**config.mk**
```make
export PLATFORM = sky130hd
export DESIGN_NAME = video_raster_gen_flat
export DESIGN_NICKNAME = d
export VERILOG_FILES = /design/src/rtl/video_raster_pkg.sv /design/src/rtl/video_raster_gen_if.sv /design/src/rtl/video_line_int.sv /design/src/rtl/video_raster_gen.sv /design/src/flat_wrapper.sv
export SDC_FILE = /design/constraint.sdc
export NUM_CORES = 1
export LEC_CHECK = 0
export ABC_AREA = 1
export CAP_MARGIN = 25
export CORE_MARGIN = 1
export CORE_UTILIZATION = 40
export DETAILED_ROUTE_END_ITERATION = 8
export PLACE_DENSITY = 0.82
export SYNTH_ARGS = -nofsm -noshare
export SYNTH_HDL_FRONTEND = slang
export SYNTH_SLANG_ARGS = --single-unit
```
**constraint.sdc**
```tcl
create_clock -name clk_sys -period 1.6 [get_ports clk_sys]
set_clock_uncertainty 0.05 [all_clocks]
set_input_delay 0.16 -clock clk_sys [delete_from_list [all_inputs] [get_ports clk_sys]]
set_output_delay 0.16 -clock clk_sys [all_outputs]
set_load 0.1 [all_outputs]
```
**src/rtl/video_raster_pkg.sv**
```systemverilog
// video_raster_pkg: default raster timing and shared types for video_raster_gen
package video_raster_pkg;
   localparam logic [8:0] DEF_H_TOTAL   = 9'd384;
   localparam logic [8:0] DEF_V_TOTAL   = 9'd312;
   localparam logic [8:0] DEF_H_ACT     = 9'd128;
   localparam logic [8:0] DEF_V_ACT     = 9'd192;
   localparam logic [8:0] DEF_HBL_S     = 9'd28;
   localparam logic [8:0] DEF_HS_S      = 9'd44;
   localparam logic [8:0] DEF_HS_E      = 9'd76;
   localparam logic [8:0] DEF_HBL_E     = 9'd108;
   localparam logic [8:0] DEF_VBL_S     = 9'd236;
   localparam logic [8:0] DEF_VBL_SH    = 9'd24;
   localparam logic [8:0] DEF_VS_S      = 9'd240;
   localparam logic [8:0] DEF_VS_E      = 9'd244;
   localparam logic [8:0] DEF_VBL_E     = 9'd260;
   localparam logic [8:0] DEF_VBL_EH    = 9'd104;
   localparam logic [8:0] DEF_INT_S     = 9'd4;
   localparam logic [8:0] DEF_INT_E     = 9'd132;
   localparam logic [8:0] DEF_INT_FRAME = 9'd244;
   localparam int         DEF_N_LINT    = 2;
   localparam int         DEF_FLASH_W   = 5;
   typedef struct packed {
      logic [8:0] hc;
      logic [8:0] vc;
   } raster_pos_t;
   typedef logic [7:0] line_no_t;
endpackage

```
**src/rtl/video_raster_gen_if.sv**
```systemverilog
// video_raster_gen_if: CPU-side controls and pixel-datapath timing outputs of video_raster_gen
interface video_raster_gen_if
   import video_raster_pkg::*;
#(
   parameter int N_LINT  = DEF_N_LINT,
   parameter int FLASH_W = DEF_FLASH_W
) ();
   logic                ce_6mp, ce_6mn, soff;
   logic [1:0]          mode;
   line_no_t [N_LINT-1:0] line_no;
   logic [N_LINT-1:0]   lint_clr, int_line, lint_stat;
   logic [8:0]          hc, vc;
   logic                hblank, hsync, vblank, vsync, fetch, io_cont, mem_cont, int_frame;
   logic [4:0]          col;
   logic [FLASH_W-1:0]  flashcnt;
   logic [7:0]          lpen, hpen;
   modport master (
      input  ce_6mp, ce_6mn, soff, mode, line_no, lint_clr,
      output hc, vc, hblank, hsync, vblank, vsync, fetch, col, io_cont, mem_cont,
             int_line, int_frame, lint_stat, flashcnt, lpen, hpen
   );
   modport slave (
      output ce_6mp, ce_6mn, soff, mode, line_no, lint_clr,
      input  hc, vc, hblank, hsync, vblank, vsync, fetch, col, io_cont, mem_cont,
             int_line, int_frame, lint_stat, flashcnt, lpen, hpen
   );
endinterface

```
**src/rtl/video_line_int.sv**
```systemverilog
// video_line_int: one line-interrupt channel (compare at INT_S, pulse until INT_E, sticky status)
module video_line_int
   import video_raster_pkg::*;
#(
   parameter logic [8:0] INT_S = DEF_INT_S,
   parameter logic [8:0] INT_E = DEF_INT_E,
   parameter logic [8:0] V_ACT = DEF_V_ACT
) (
   input  logic        clk_sys,
   input  logic        reset_n,
   input  logic        ce,
   input  raster_pos_t pos,
   input  line_no_t    line_no,
   input  logic        clr,
   output logic        int_line,
   output logic        lint_stat
);
   logic hit;
   // line_no only matters at INT_S, so mid-line writes land on the next line
   assign hit = ce && pos.hc == INT_S && pos.vc == {1'b0, line_no} && {1'b0, line_no} < V_ACT;
   always_ff @(posedge clk_sys or negedge reset_n)
      if (!reset_n) begin
         int_line  <= 1'b0;
         lint_stat <= 1'b0;
      end else begin
         int_line  <= hit ? 1'b1 : (ce && pos.hc == INT_E) ? 1'b0 : int_line;
         lint_stat <= hit ? 1'b1 : clr ? 1'b0 : lint_stat;
      end
endmodule

```
**src/rtl/video_raster_gen.sv**
```systemverilog
// video_raster_gen: raster counters, blank/sync/fetch timing, contention strobes, frame/line interrupts
// Light-pen latches are built only when VIDEO_RASTER_LPEN_EN is defined.
module video_raster_gen
   import video_raster_pkg::*;
#(
   parameter logic [8:0] H_TOTAL   = DEF_H_TOTAL,
   parameter logic [8:0] V_TOTAL   = DEF_V_TOTAL,
   parameter logic [8:0] H_ACT     = DEF_H_ACT,
   parameter logic [8:0] V_ACT     = DEF_V_ACT,
   parameter logic [8:0] HBL_S     = DEF_HBL_S,
   parameter logic [8:0] HS_S      = DEF_HS_S,
   parameter logic [8:0] HS_E      = DEF_HS_E,
   parameter logic [8:0] HBL_E     = DEF_HBL_E,
   parameter logic [8:0] VBL_S     = DEF_VBL_S,
   parameter logic [8:0] VBL_SH    = DEF_VBL_SH,
   parameter logic [8:0] VS_S      = DEF_VS_S,
   parameter logic [8:0] VS_E      = DEF_VS_E,
   parameter logic [8:0] VBL_E     = DEF_VBL_E,
   parameter logic [8:0] VBL_EH    = DEF_VBL_EH,
   parameter logic [8:0] INT_S     = DEF_INT_S,
   parameter logic [8:0] INT_E     = DEF_INT_E,
   parameter logic [8:0] INT_FRAME = DEF_INT_FRAME,
   parameter int         N_LINT    = DEF_N_LINT,
   parameter int         FLASH_W   = DEF_FLASH_W
) (
   input logic clk_sys,
   input logic reset_n,
   video_raster_gen_if.master bus
);
   raster_pos_t        pos;
   logic [FLASH_W-1:0] flash;
   logic               hbl, hs, vbl, vs, fe, ifr, h_end, v_end, io_cont;
   logic [4:0]         col;
   logic [N_LINT-1:0]  il, ls;
   assign h_end   = pos.hc == H_TOTAL - 9'd1;
   assign v_end   = pos.vc == V_TOTAL - 9'd1;
   assign col     = {~pos.hc[7], pos.hc[6:3]};
   assign io_cont = ~&pos.hc[2:0];
   always_ff @(posedge clk_sys or negedge reset_n)
      if (!reset_n) begin
         pos   <= '0;
         flash <= '0;
      end else if (bus.ce_6mp) begin
         pos.hc <= h_end ? 9'd0 : pos.hc + 9'd1;
         pos.vc <= !h_end ? pos.vc : v_end ? 9'd0 : pos.vc + 9'd1;
         flash  <= (h_end && v_end) ? flash + FLASH_W'(1) : flash;
      end
   always_ff @(posedge clk_sys or negedge reset_n)
      if (!reset_n) begin
         {hbl, hs, vbl, vs, fe, ifr} <= '0;
      end else if (bus.ce_6mn) begin
         hbl <= (pos.hc == HBL_S) ? 1'b1 : (pos.hc == HBL_E) ? 1'b0 : hbl;
         hs  <= (pos.hc == HS_S) ? 1'b1 : (pos.hc == HS_E) ? 1'b0 : hs;
         vbl <= (pos.vc == VBL_S && pos.hc == VBL_SH) ? 1'b1 :
                (pos.vc == VBL_E && pos.hc == VBL_EH) ? 1'b0 : vbl;
         vs  <= (pos.vc == VS_S) ? 1'b1 : (pos.vc == VS_E) ? 1'b0 : vs;
         fe  <= (pos.hc == 9'd0) ? 1'b0 :
                (pos.hc >= H_ACT && pos.vc < V_ACT && pos.hc[2:0] == 3'd0) ? ~bus.soff : fe;
         ifr <= (pos.vc == INT_FRAME && pos.hc == INT_S) ? 1'b1 : (pos.hc == INT_E) ? 1'b0 : ifr;
      end
   for (genvar i = 0; i < N_LINT; i++) begin : g_lint
      video_line_int #(.INT_S(INT_S), .INT_E(INT_E), .V_ACT(V_ACT)) u_lint (
         .clk_sys   (clk_sys),
         .reset_n   (reset_n),
         .ce        (bus.ce_6mn),
         .pos       (pos),
         .line_no   (bus.line_no[i]),
         .clr       (bus.lint_clr[i]),
         .int_line  (il[i]),
         .lint_stat (ls[i])
      );
   end
`ifdef VIDEO_RASTER_LPEN_EN
   logic [7:0] lp, hp;
   always_ff @(posedge clk_sys or negedge reset_n)
      if (!reset_n) begin
         lp <= 8'd0;
         hp <= V_ACT[7:0];
      end else if (bus.ce_6mn && !io_cont) begin
         lp <= fe ? {col, 3'b000} : 8'd0;
         hp <= (bus.soff || pos.vc >= V_ACT) ? V_ACT[7:0] : pos.vc[7:0];
      end
   assign bus.lpen = lp;
   assign bus.hpen = hp;
`else
   assign bus.lpen = 8'd0;
   assign bus.hpen = V_ACT[7:0];
`endif
   assign bus.hc        = pos.hc;
   assign bus.vc        = pos.vc;
   assign bus.hblank    = hbl;
   assign bus.hsync     = hs;
   assign bus.vblank    = vbl;
   assign bus.vsync     = vs;
   assign bus.fetch     = fe;
   assign bus.col       = col;
   assign bus.io_cont   = io_cont;
   assign bus.mem_cont  = (fe || (bus.mode == 2'd0 && pos.hc[6])) ? ~&pos.hc[2:0] : ~&pos.hc[1:0];
   assign bus.int_line  = il;
   assign bus.int_frame = ifr;
   assign bus.lint_stat = ls;
   assign bus.flashcnt  = flash;
endmodule

```
**src/flat_wrapper.sv**
```systemverilog
// flat-port wrapper written by rule: the top's interface ports become plain ports
module video_raster_gen_flat import video_raster_pkg::*;
#(
   parameter logic [8:0] H_TOTAL   = DEF_H_TOTAL,
   parameter logic [8:0] V_TOTAL   = DEF_V_TOTAL,
   parameter logic [8:0] H_ACT     = DEF_H_ACT,
   parameter logic [8:0] V_ACT     = DEF_V_ACT,
   parameter logic [8:0] HBL_S     = DEF_HBL_S,
   parameter logic [8:0] HS_S      = DEF_HS_S,
   parameter logic [8:0] HS_E      = DEF_HS_E,
   parameter logic [8:0] HBL_E     = DEF_HBL_E,
   parameter logic [8:0] VBL_S     = DEF_VBL_S,
   parameter logic [8:0] VBL_SH    = DEF_VBL_SH,
   parameter logic [8:0] VS_S      = DEF_VS_S,
   parameter logic [8:0] VS_E      = DEF_VS_E,
   parameter logic [8:0] VBL_E     = DEF_VBL_E,
   parameter logic [8:0] VBL_EH    = DEF_VBL_EH,
   parameter logic [8:0] INT_S     = DEF_INT_S,
   parameter logic [8:0] INT_E     = DEF_INT_E,
   parameter logic [8:0] INT_FRAME = DEF_INT_FRAME,
   parameter int         N_LINT    = DEF_N_LINT,
   parameter int         FLASH_W   = DEF_FLASH_W
)
  (clk_sys, reset_n, bus_ce_6mp, bus_ce_6mn, bus_soff, bus_mode, bus_line_no, bus_lint_clr, bus_hc, bus_vc, bus_hblank, bus_hsync, bus_vblank, bus_vsync, bus_fetch, bus_col, bus_io_cont, bus_mem_cont, bus_int_line, bus_int_frame, bus_lint_stat, bus_flashcnt, bus_lpen, bus_hpen);
  video_raster_gen_if #(.N_LINT(N_LINT), .FLASH_W(FLASH_W)) bus_i ();
  input logic clk_sys;
  input logic reset_n;
  input wire logic [$bits(bus_i.ce_6mp)-1:0] bus_ce_6mp;
  input wire logic [$bits(bus_i.ce_6mn)-1:0] bus_ce_6mn;
  input wire logic [$bits(bus_i.soff)-1:0] bus_soff;
  input wire logic [$bits(bus_i.mode)-1:0] bus_mode;
  input wire logic [$bits(bus_i.line_no)-1:0] bus_line_no;
  input wire logic [$bits(bus_i.lint_clr)-1:0] bus_lint_clr;
  output wire logic [$bits(bus_i.hc)-1:0] bus_hc;
  output wire logic [$bits(bus_i.vc)-1:0] bus_vc;
  output wire logic [$bits(bus_i.hblank)-1:0] bus_hblank;
  output wire logic [$bits(bus_i.hsync)-1:0] bus_hsync;
  output wire logic [$bits(bus_i.vblank)-1:0] bus_vblank;
  output wire logic [$bits(bus_i.vsync)-1:0] bus_vsync;
  output wire logic [$bits(bus_i.fetch)-1:0] bus_fetch;
  output wire logic [$bits(bus_i.col)-1:0] bus_col;
  output wire logic [$bits(bus_i.io_cont)-1:0] bus_io_cont;
  output wire logic [$bits(bus_i.mem_cont)-1:0] bus_mem_cont;
  output wire logic [$bits(bus_i.int_line)-1:0] bus_int_line;
  output wire logic [$bits(bus_i.int_frame)-1:0] bus_int_frame;
  output wire logic [$bits(bus_i.lint_stat)-1:0] bus_lint_stat;
  output wire logic [$bits(bus_i.flashcnt)-1:0] bus_flashcnt;
  output wire logic [$bits(bus_i.lpen)-1:0] bus_lpen;
  output wire logic [$bits(bus_i.hpen)-1:0] bus_hpen;
  assign bus_i.ce_6mp = bus_ce_6mp;
  assign bus_i.ce_6mn = bus_ce_6mn;
  assign bus_i.soff = bus_soff;
  assign bus_i.mode = bus_mode;
  assign bus_i.line_no = bus_line_no;
  assign bus_i.lint_clr = bus_lint_clr;
  assign bus_hc = bus_i.hc;
  assign bus_vc = bus_i.vc;
  assign bus_hblank = bus_i.hblank;
  assign bus_hsync = bus_i.hsync;
  assign bus_vblank = bus_i.vblank;
  assign bus_vsync = bus_i.vsync;
  assign bus_fetch = bus_i.fetch;
  assign bus_col = bus_i.col;
  assign bus_io_cont = bus_i.io_cont;
  assign bus_mem_cont = bus_i.mem_cont;
  assign bus_int_line = bus_i.int_line;
  assign bus_int_frame = bus_i.int_frame;
  assign bus_lint_stat = bus_i.lint_stat;
  assign bus_flashcnt = bus_i.flashcnt;
  assign bus_lpen = bus_i.lpen;
  assign bus_hpen = bus_i.hpen;
  video_raster_gen #(.H_TOTAL(H_TOTAL), .V_TOTAL(V_TOTAL), .H_ACT(H_ACT), .V_ACT(V_ACT), .HBL_S(HBL_S), .HS_S(HS_S), .HS_E(HS_E), .HBL_E(HBL_E), .VBL_S(VBL_S), .VBL_SH(VBL_SH), .VS_S(VS_S), .VS_E(VS_E), .VBL_E(VBL_E), .VBL_EH(VBL_EH), .INT_S(INT_S), .INT_E(INT_E), .INT_FRAME(INT_FRAME), .N_LINT(N_LINT), .FLASH_W(FLASH_W)) u_core (.clk_sys(clk_sys), .reset_n(reset_n), .bus(bus_i));
endmodule
```
Yosys cells after proc, flatten, opt, wreduce, memory -nomap -nowiden. Cells that the tools add are included.

Output and inout port bits: 56. Input port bits: 25. Flip-flop bits (word level): 33.

Reductions and logical operators: 39. Multiplexer cells: 22. $lt $le $gt $ge: 4. $add $sub $neg: 3. Bitwise operators: 2. Equality and inequality tests: 16.

Operator list (count): 9-bit by 8-bit equality test with 1-bit output, second input constant (4); 9-bit by 7-bit equality test with 1-bit output, second input constant (3); 9-bit equality test, second input constant (3); 1-bit 2-to-1 mux (20); 2-bit nonzero test (10); 9-bit by 1-bit adder with 9-bit output, second input constant (2); 9-bit by 5-bit equality test with 1-bit output, second input constant (2); 9-bit by 8-bit equality test with 1-bit output (2); 9-bit 2-to-1 mux (2); 2-bit AND reduction (9); 8-bit less-than comparator, second input constant (2); 1-bit logical AND (13); 9-bit by 3-bit equality test with 1-bit output, second input constant (1); 9-bit by 6-bit equality test with 1-bit output, second input constant (1); 9-bit by 8-bit greater-or-equal comparator with 1-bit output, second input constant (1); 9-bit zero test (1); 9-bit by 8-bit less-than comparator with 1-bit output, second input constant (1); 5-bit by 1-bit adder with 5-bit output, second input constant (1); 3-bit zero test (1); 3-bit AND reduction (1); 1-bit zero test (2); 2-bit zero test (1); 1-bit inverter (2); 1-bit logical OR (1).

Depth between registers and ports, before layout. Gate-level depths: netlist of the first run.

Depth after elaboration: 5. Mapped depth: 9. Mapped depth without buffers: 9.

By module. From an unflattened synthesis of the first run, not the netlist that was laid out.

Cell total of the unflattened synthesis: 377. Area total of the unflattened synthesis: 2570.0 um^2.

By module, submodules not included: video_raster_gen (area each 2021.9 um^2, cells an instance 273, seq. area each 725.7 um^2, times used 1); video_line_int (area each 274.0 um^2, cells an instance 52, seq. area each 50.0 um^2, times used 2).

Worst setup path before layout of the first run. OpenSTA, ideal clock, no wires.

Kind: reg2out. Start: register u_core.bus.hc[0] (netlist name). End: output bus_mem_cont. Data required time: 1.390 ns. Path slack: -2.063 ns. Arrival: 3.453 ns. Buffers on the path: 0. Cell stages (with the launch flop): 4. Cell sequence: dfrtp_1 ha_1 ha_1 o21ai_0.

Cells in the longest elaborated chain, start to end: 3. Elaborated cells on any way between the ends: 5. Those cells by class: mux: 1; reduce/logical: 4.

Ends and longest elaborated chain: 3-bit AND reduction or 2-bit AND reduction (tied branches) (RTL line video_raster_gen.sv:98) `assign bus.mem_cont = (fe || (bus.mode == 2'd0 && pos.hc[6])) ? ~&pos.hc[2:0] : ~&pos.hc[1:0];`; 1-bit zero test (RTL line video_raster_gen.sv:98); 1-bit 2-to-1 mux * (RTL line video_raster_gen.sv:98); end: declaration (RTL line flat_wrapper.sv:43) `output wire logic [$bits(bus_i.mem_cont)-1:0] bus_mem_cont;`.

Mark *: on every way between the ends. The rest lies on a longest branch, timed or not.

Final worst setup path of the first run.
Start: register u_core.bus.hc[1] (netlist name). End: output bus_mem_cont.

Cells in the longest elaborated chain, start to end: 3. Elaborated cells on any way between the ends: 5. Those cells by class: mux: 1; reduce/logical: 4.

Ends and longest elaborated chain (RTL line): 3-bit AND reduction or 2-bit AND reduction (tied branches) (video_raster_gen.sv:98); 1-bit zero test (video_raster_gen.sv:98); 1-bit 2-to-1 mux * (video_raster_gen.sv:98).

Marked as above.

==> results of run 1 <==
## per-layer routing
| layer | wire [µm] | share of wire, % | track usage (%) |
|---|---|---|---|
| met5 | 0 | 0 | 0 |
| met3 | 454 | 6.9 | 4.46 |
| met2 | 3460 | 53 | 37.8 |
| met1 | 2560 | 39 | 26.5 |
| met4 | 116 | 1.8 | 10.0 |
## cell type report
class / instances / share of cell area [%]
inverter: 35 / 3.89
clock buffer: 7 / 2.27
clock inverter: 1 / 0.791
timing repair buffer: 82 / 31.0
tap: 72 / 2.37
multi-input combinational: 258 / 36.4
sequential: 33 / 23.4
## final timing paths
| path | start | to | slack (ps) | depth (start not counted) |
|---|---|---|---|---|
| max in group asynchronous | reset_n | u_core.bus.vc[5] | 920 | 2 |
| setup reg to reg | u_core.bus.hc[1] | u_core.g_lint[0].u_lint.lint_stat | 50 | 8 |
| hold / removal | reset_n | u_core.g_lint[1].u_lint.lint_stat | 220 | 2 |
| hold reg to reg | u_core.bus.vblank | u_core.bus.vblank | 490 | 2 |
| setup / recovery | u_core.bus.hc[1] | bus_mem_cont | -100 | 5 |
| min in group clk_sys | bus_lint_clr[1] | u_core.g_lint[1].u_lint.lint_stat | 400 | 4 |
## worst max-delay path, delay by kind of cell (launching register included)
family | cells | cell delay [ps]
and+or+nand+nor | 1 | 110
adders and majority gates | 1 | 180
DFF | 1 | 510
AOI/OAI and AO/OA | 1 | 80
buffers and inverters | 2 | 320
## where the power goes
group / internal [W] / switching [W] / leakage, nW
combinational: 0.000771 / 0.00159 / 1.22
clock: 0.000508 / 0.000324 / 0.0585
sequential: 0.000950 / 0.000165 / 0.407
## metrics by stage
step / util, % / area [µm²] / hold WS, ps / TNS, ps
floorplan: - / 2590 / -186 / -668
global placement: 63.3 / 3570 / 464 / 0
detailed placement: 63.3 / 3570 / 472 / 0
CTS: 65.7 / 3700 / 249 / -100
global route: 67.3 / 3800 / 265 / -403
finish: 67.3 / 3800 / 221 / -105
## layout by cell type, fill, tap and decap left out, drive strengths merged
master	count
or2	1
xor2	5
nand2	101
nor3	7
bufinv	1
nand3b	2
o31ai	1
xnor2	8
clkbuf	7
dfrtp	33
ha	6
buf	58
o211ai	1
clkinvlp	1
nor2	45
o21ai	24
nand4	5
clkdlybuf4s50	24
a21oi	1
conb	16
nand3	34
a31oi	1
inv	34
## synthesized netlist by cell type
cell / instances
o31ai_1: 1
nor2_2: 3
nand4_1: 5
conb_1: 2
nor2_1: 39
dfrtp_1: 33
buf_6: 1
nand3_1: 32
xnor2_1: 8
nand3b_1: 2
ha_1: 6
o21ai_2: 3
buf_2: 4
nor2_4: 3
or2_2: 1
buf_4: 28
xor2_1: 5
nand3_2: 2
a31oi_1: 1
inv_2: 1
nand2_1: 97
o211ai_1: 1
o21ai_1: 3
nand2_2: 4
a21oi_1: 1
o21ai_0: 18
nor3_1: 7
inv_1: 34
## flip-flops by register name, summed over array words and instances (netlist names)
register                        count
u_core.bus.flashcnt                 5
u_core.g_lint.u_lint.lint_stat      2
u_core.bus.fetch                    1
u_core.bus.hsync                    1
u_core.bus.int_frame                1
u_core.bus.hblank                   1
u_core.bus.vsync                    1
u_core.bus.vblank                   1
u_core.bus.hc                       9
u_core.g_lint.u_lint.int_line       2
u_core.bus.vc                       9
## timing repair
item                                    CTS  global route
gates resized for setup                   1            19
setup buffers                             2             4
endpoints found under the setup margin    8            23
pin swaps                                 2             1
## kinds of logic after synthesis
| kind of cell | share of synthesized area (%) |
|---|---|
| adders and majority gates | 3.12 |
| xor gates and xnor gates | 4.73 |
| AOI/OAI and AO/OA | 6.55 |
| DFF | 34.3 |
| other | 0.312 |
| buffers and inverters | 15.5 |
| and+or+nand+nor | 35.5 |
==> summary.txt, run 1 <==
Outcome
  • Outcome: finished, violations left
  • Failing checks: setup timing

Die
  • Height of the die: 79.6 µm
  • Ports: 81
  • Row count: 27
  • Chip width: 79.6 µm
  • Core area: 0.00564 mm²
  • Initial core utilization: 42.7%
  • Die area: 0.00634 mm²

Setup path
  • Max FO, Critical Path: 4
  • Worst path arrival time: 1490 ps
  • CP max stage delay: 510 ps
  • CP required: 1390 ps
  • Startpoint Class: register
  • Crit path kind: register to output pin
  • Slowest CP cell: dfrtp_4
  • Cells along the critical path: ha_4 -> inv_1 -> nand2_1 -> o21ai_4 -> buf_12
  • Crit end category: output pin

Routing
  • Iteration-0 DRC count of the detailed router: 204
  • Drt total wl: 6600 µm
  • Drt drc: 0
  • Antenna-violating nets left: 0
  • Avg WL per Cell: 13.5 µm
  • Vias post-DR: 2489
  • Vias per cell: 5.10
  • Drt pass-1 iters: 4

Yosys
  • Synthesized instance count: 345
  • Netlist cell types: 28
  • Mean Syn Cell Area: 6.98 µm²
  • Synth top area share: 34.3%
  • Yosys warns: 0
  • Synth top area cells: dfrtp_1 (34%), nand2_1 (15%), buf_4 (8.7%)
  • Mapped Area: 0.00241 mm²
  • Seq/Total Area, Yosys: 34.3%
  • Cell taking the most area after synthesis: dfrtp_1
  • Number of synthesized register bits: 33

Global route
  • GRT Overall Usage: 22.1%
  • Wire length of the first global-routing pass: 10800 µm
  • Largest net degree at the start of global routing: 34
  • Initial antenna violation count: 0
  • Grt total ovfl: 0
  • Vias in the first global route: 2398

Place
  • Gp weighted congestion: 0.904
  • Pre-CTS setup slack: 6.54 ps
  • I/O Buffers: 64
  • DP HPWL: 4820 µm
  • Cells after DPL: 474

Clocking
  • Clk Latency, worst-skew pair: 300 ps
  • CTS tree: built
  • TritonCTS buffer count: 5
  • TritonCTS Sinks: 33
  • H-tree depth: 2
  • Clock Path Buffers: 2
  • Root Buffer: clkbuf_8
  • CTS clk-pin slew, worst paths: 70 ps
  • Hold buffer count at CTS: 0

Pwr
  • Total power: 0.00431 W
  • Pleak: 1.69 nW
  • Worst IR Drop VDD: 0.826 mV
  • P per Cell Area: 1130 mW/mm²

Finish
  • Fillers: 414
  • Share of layout cells above drive strength 1: 30.0%
  • Synthesis-to-layout area growth: 57.7%
  • Multi-input gate area: 0.00138 mm²
  • Nets: 446
  • Final std cells w/o fill: 488
  • FF+latch area: 887 µm²
  • Ant. Diodes: 0

Timing
  • Setup-failing EPs final: 1
  • RSZ-0062 raised after global routing: true
  • Period Utilization, post-route: 107%
  • Final setup margin: -105 ps
  • Max Slew Vio Count: 0
  • Final Hold Fails: 0
  • FMAX: 0.587 GHz
  • Fin crit period: 1700 ps

Min path
  • Worst min-delay path category: primary input to async pin

Job
  • Max-cap viol count: 0
Note: power is estimated with default switching activity, not from simulation.
==> inputs of run 2 (changes only) <==
--- a/config.mk
+++ b/config.mk
@@ -5,12 +5,11 @@
 export SDC_FILE = /design/constraint.sdc
 export NUM_CORES = 1
 export LEC_CHECK = 0
-export ABC_AREA = 1
 export CAP_MARGIN = 25
 export CORE_MARGIN = 1
 export CORE_UTILIZATION = 40
 export DETAILED_ROUTE_END_ITERATION = 8
-export PLACE_DENSITY = 0.82
+export PLACE_DENSITY = 0.83
 export SYNTH_ARGS = -nofsm -noshare
 export SYNTH_HDL_FRONTEND = slang
 export SYNTH_SLANG_ARGS = --single-unit
==> run 2 against run 1 <==
The flow still finishes with violations (setup timing). Maximum frequency fell by 7.2%. Utilization rose by 12 points. Cell count fell by 15%. Critical path depth rose by 3. Count of clock-buffer cells in the layout did not move. Total power rose by 1.7%. Largest power group unchanged.
==> summary.txt, run 2 <==
Outcome
  • Outcome: finished, violations left (unchanged)
  • Failing checks: setup timing (unchanged)

Global route
  • Initial antenna violation count: 0 (unchanged)
  • GRT Overall Usage: 26.9% (was 22.1%)
  • Largest net degree at the start of global routing: 34 (unchanged)
  • Grt total ovfl: 0 (unchanged)
  • Wire length of the first global-routing pass: 12100 µm (was 10800 µm)
  • Vias in the first global route: 2445 (was 2398)

Min path
  • Worst min-delay path category: primary input to async pin (unchanged)

Timing
  • Final Hold Fails: 0 (unchanged)
  • Fin crit period: 1840 ps (was 1700 ps)
  • FMAX: 0.544 GHz (was 0.587 GHz)
  • RSZ-0062 raised after global routing: true (unchanged)
  • Period Utilization, post-route: 115% (was 107%)
  • Final setup margin: -237 ps (was -105 ps)
  • Max Slew Vio Count: 0 (unchanged)
  • Setup-failing EPs final: 21 (was 1)

Routing
  • Antenna-violating nets left: 0 (unchanged)
  • Vias post-DR: 2299 (was 2489)
  • Avg WL per Cell: 19.8 µm (was 13.5 µm)
  • Iteration-0 DRC count of the detailed router: 124 (was 204)
  • Drt pass-1 iters: 4 (unchanged)
  • Drt total wl: 8280 µm (was 6600 µm)
  • Drt drc: 0 (unchanged)
  • Vias per cell: 5.51 (was 5.10)

Pwr
  • Switch Pwr: 0.00212 W (was 0.00208 W)
  • Total power: 0.00438 W (was 0.00431 W)
  • Pleak: 1.81 nW (was 1.69 nW)
  • Reg power frac: 23.8% (was 25.9%)
  • Combinational Power Share: 59.5% (was 54.8%)
  • Worst IR Drop VDD: 1.40 mV (was 0.826 mV)
  • Clk pwr share: 16.7% (was 19.3%)
  • Int Power: 0.00226 W (was 0.00223 W)
  • P per Cell Area: 1060 mW/mm² (was 1130 mW/mm²)
  • Sw frac: 48.3% (was 48.2%)

Yosys
  • Synth Area in Adders: 3.41% (was 3.12%)
  • Post-synth ARST share: 100% (unchanged)
  • Netlist cell types: 49 (was 28)
  • Synthesized instance count: 236 (was 345)
  • Synth Area in Simple Gates: 21.3% (was 35.5%)
  • Number of synthesized register bits: 33 (unchanged)
  • Compound-Gate Fraction of Synth Area: 13.1% (was 6.55%)
  • Mean Syn Cell Area: 9.33 µm² (was 6.98 µm²)
  • Most numerous cell in the Yosys netlist: dfrtp_1 (was nand2_1)
  • Yosys warns: 0 (unchanged)
  • Synth top area share: 37.5% (was 34.3%)
  • Main combinational cell family by area after synthesis: simple AND/OR/NAND/NOR gates (unchanged)
  • Seq/Total Area, Yosys: 37.5% (was 34.3%)
  • Mapped Area: 0.00220 mm² (was 0.00241 mm²)
  • Cell taking the most area after synthesis: dfrtp_1 (unchanged)
  • Synth top area cells: dfrtp_1 (38%), buf_4 (9.2%), xor2_1 (6.0%) (was dfrtp_1 (34%), nand2_1 (15%), buf_4 (8.7%))
  • Prevailing post-synth register cell: dfrtp_1 (unchanged)
  • Post-synth EDFFs: 0 (unchanged)
  • Mux contribution to synthesized area: 1.88% (was 0%)
  • Post-synth top cells: dfrtp_1 (33), buf_4 (27), inv_1 (16) (was nand2_1 (97), nor2_1 (39), inv_1 (34))
  • Post-synthesis xor/xnor area fraction: 8.75% (was 4.73%)

Setup path
  • CP Depth: 8 (was 5)
  • Crit end category: register (was output pin)
  • CP required: 1780 ps (was 1390 ps)
  • Worst R2R Path Depth: 8 (unchanged)
  • Crit path top cell by count: buf_6
  • Slowest CP cell: dfrtp_4 (unchanged)
  • Startpoint Class: register (unchanged)
  • Register-to-register setup slack: -240 ps (was 50 ps)
  • Cells along the critical path: buf_6 -> inv_4 -> ha_4 -> nand3_2 -> buf_6 -> nor4_4 -> a41oi_2 -> a21oi_2 (was ha_4 -> inv_1 -> nand2_1 -> o21ai_4 -> buf_12)
  • Critical path's top delay family: flip-flops (unchanged)
  • Worst path arrival time: 2020 ps (was 1490 ps)
  • CP max stage delay: 500 ps (was 510 ps)
  • Crit path kind: register to register (was register to output pin)
  • Max FO, Critical Path: 5 (was 4)
  • CP bufs+invs: 3 (was 2)

Finish
  • Share of layout cells above drive strength 1: 52.2% (was 30.0%)
  • FF+latch area: 890 µm² (was 887 µm²)
  • Fillers: 280 (was 414)
  • Synthesis-to-layout area growth: 88.4% (was 57.7%)
  • Most common cell after layout, fill and taps aside: buf_4 (was nand2_1)
  • Nets: 377 (was 446)
  • Most frequent cells in the layout: buf_4 (50), buf_12 (40), clkdlybuf4s50_1 (24) (was nand2_1 (92), buf_12 (40), nor2_1 (35))
  • Final core occ: 79.7% (was 67.3%)
  • Ant. Diodes: 0 (unchanged)
  • Multi-input gate area: 0.00145 mm² (was 0.00138 mm²)

Place
  • Gp weighted congestion: 0.858 (was 0.904)
  • Pre-CTS setup slack: -245 ps (was 6.54 ps)
  • I/O Buffers: 64 (unchanged)
  • DP HPWL: 4960 µm (was 4820 µm)

Die
  • Initial core utilization: 42.3% (was 42.7%)
  • Height of the die: 76.2 µm (was 79.6 µm)
  • Core area: 0.00520 mm² (was 0.00564 mm²)
  • Die area: 0.00580 mm² (was 0.00634 mm²)
  • Ports: 81 (unchanged)
  • Chip width: 76.2 µm (was 79.6 µm)
  • Row count: 26 (was 27)

Clocking
  • H-tree depth: 2 (unchanged)
  • CTS clk-pin slew, worst paths: 80 ps (was 70 ps)
  • Clk Latency, worst-skew pair: 300 ps (about the same)
  • TritonCTS Sinks: 33 (unchanged)
  • Clock Path Buffers: 2 (unchanged)
  • CTS tree: built (unchanged)
  • Hold buffer count at CTS: 0 (unchanged)
  • Root Buffer: clkbuf_8 (unchanged)
  • TritonCTS buffer count: 5 (unchanged)

Job
  • Max-cap viol count: 0 (unchanged)
run 2: area by class of cell:
class / instances / area share [%]
tap: 70 / 2.11
clock inverter: 1 / 0.121
timing repair buffer: 125 / 37.2
clock buffer: 7 / 2.32
multi-input combinational: 165 / 35.0
inverter: 16 / 1.75
sequential: 33 / 21.5
run 2: timing repair:
| item | in CTS | in global routing |
|---|---|---|
| setup endpoints to repair | 18 | 29 |
| pin swaps | 18 | 15 |
| buffers inserted | 6 | 5 |
| gates resized for setup | 33 | 28 |
| endpoints found under the hold margin | 0 | 0 |
run 2: path summary, 6_finish.rpt:
kind                                        startpoint                                 to
min in group clk_sys                   bus_lint_clr[1]  u_core.g_lint[1].u_lint.lint_stat
worst max-delay path                  u_core.bus.hc[0]   u_core.g_lint[1].u_lint.int_line
max in group asynchronous                      reset_n                   u_core.bus.hc[3]
worst max register to register        u_core.bus.hc[0]   u_core.g_lint[1].u_lint.int_line
worst min register to register  u_core.bus.flashcnt[4]             u_core.bus.flashcnt[4]
worst min-delay path                           reset_n                   u_core.bus.hc[0]
run 2: metal layers:
| layer | routed length (µm) | global-route usage (%) | up-vias |
|---|---|---|---|
| li1 | - | - | 1016 |
| met1 | 3110 | 29.5 | 1156 |
| met2 | 4530 | 49.1 | 105 |
| met3 | 339 | 4.67 | 22 |
| met4 | 288 | 14.8 | 0 |
| met5 | 0 | 0 | - |
run 2: cells by family (layout without fill, tap and decap cells):
logic type      after synthesis  count (layout)
simple gates                 76              76
buf+inv                      52             149
compound gates               41              41
flops                        33              33
xor+xnor                     22              22
fa+ha+maj                     6               6
mux                           4               4
other cells                   2              16
run 2: power groups by stage:
stage	Sequential [W]	Combinational, W	Clock [W]
floorplan	0.00158	0.00100	0
global placement	0.00105	0.00227	0
detailed placement	0.00106	0.00231	0
CTS	0.00102	0.00248	0.000726
global route	0.00105	0.00269	0.000762
finish	0.00104	0.00261	0.000732
run 2: per-stage QoR:
stage | TNS (ps) | cell area [µm²] | cells | hold slack (ps)
global route | -3950 | 4150 | 417 | 286
floorplan | -6120 | 2490 | 250 | -186
detailed placement | -2310 | 3690 | 398 | 474
CTS | -1510 | 3980 | 412 | 232
finish | -2520 | 4150 | 417 | 226
global placement | -1260 | 3690 | 398 | 469
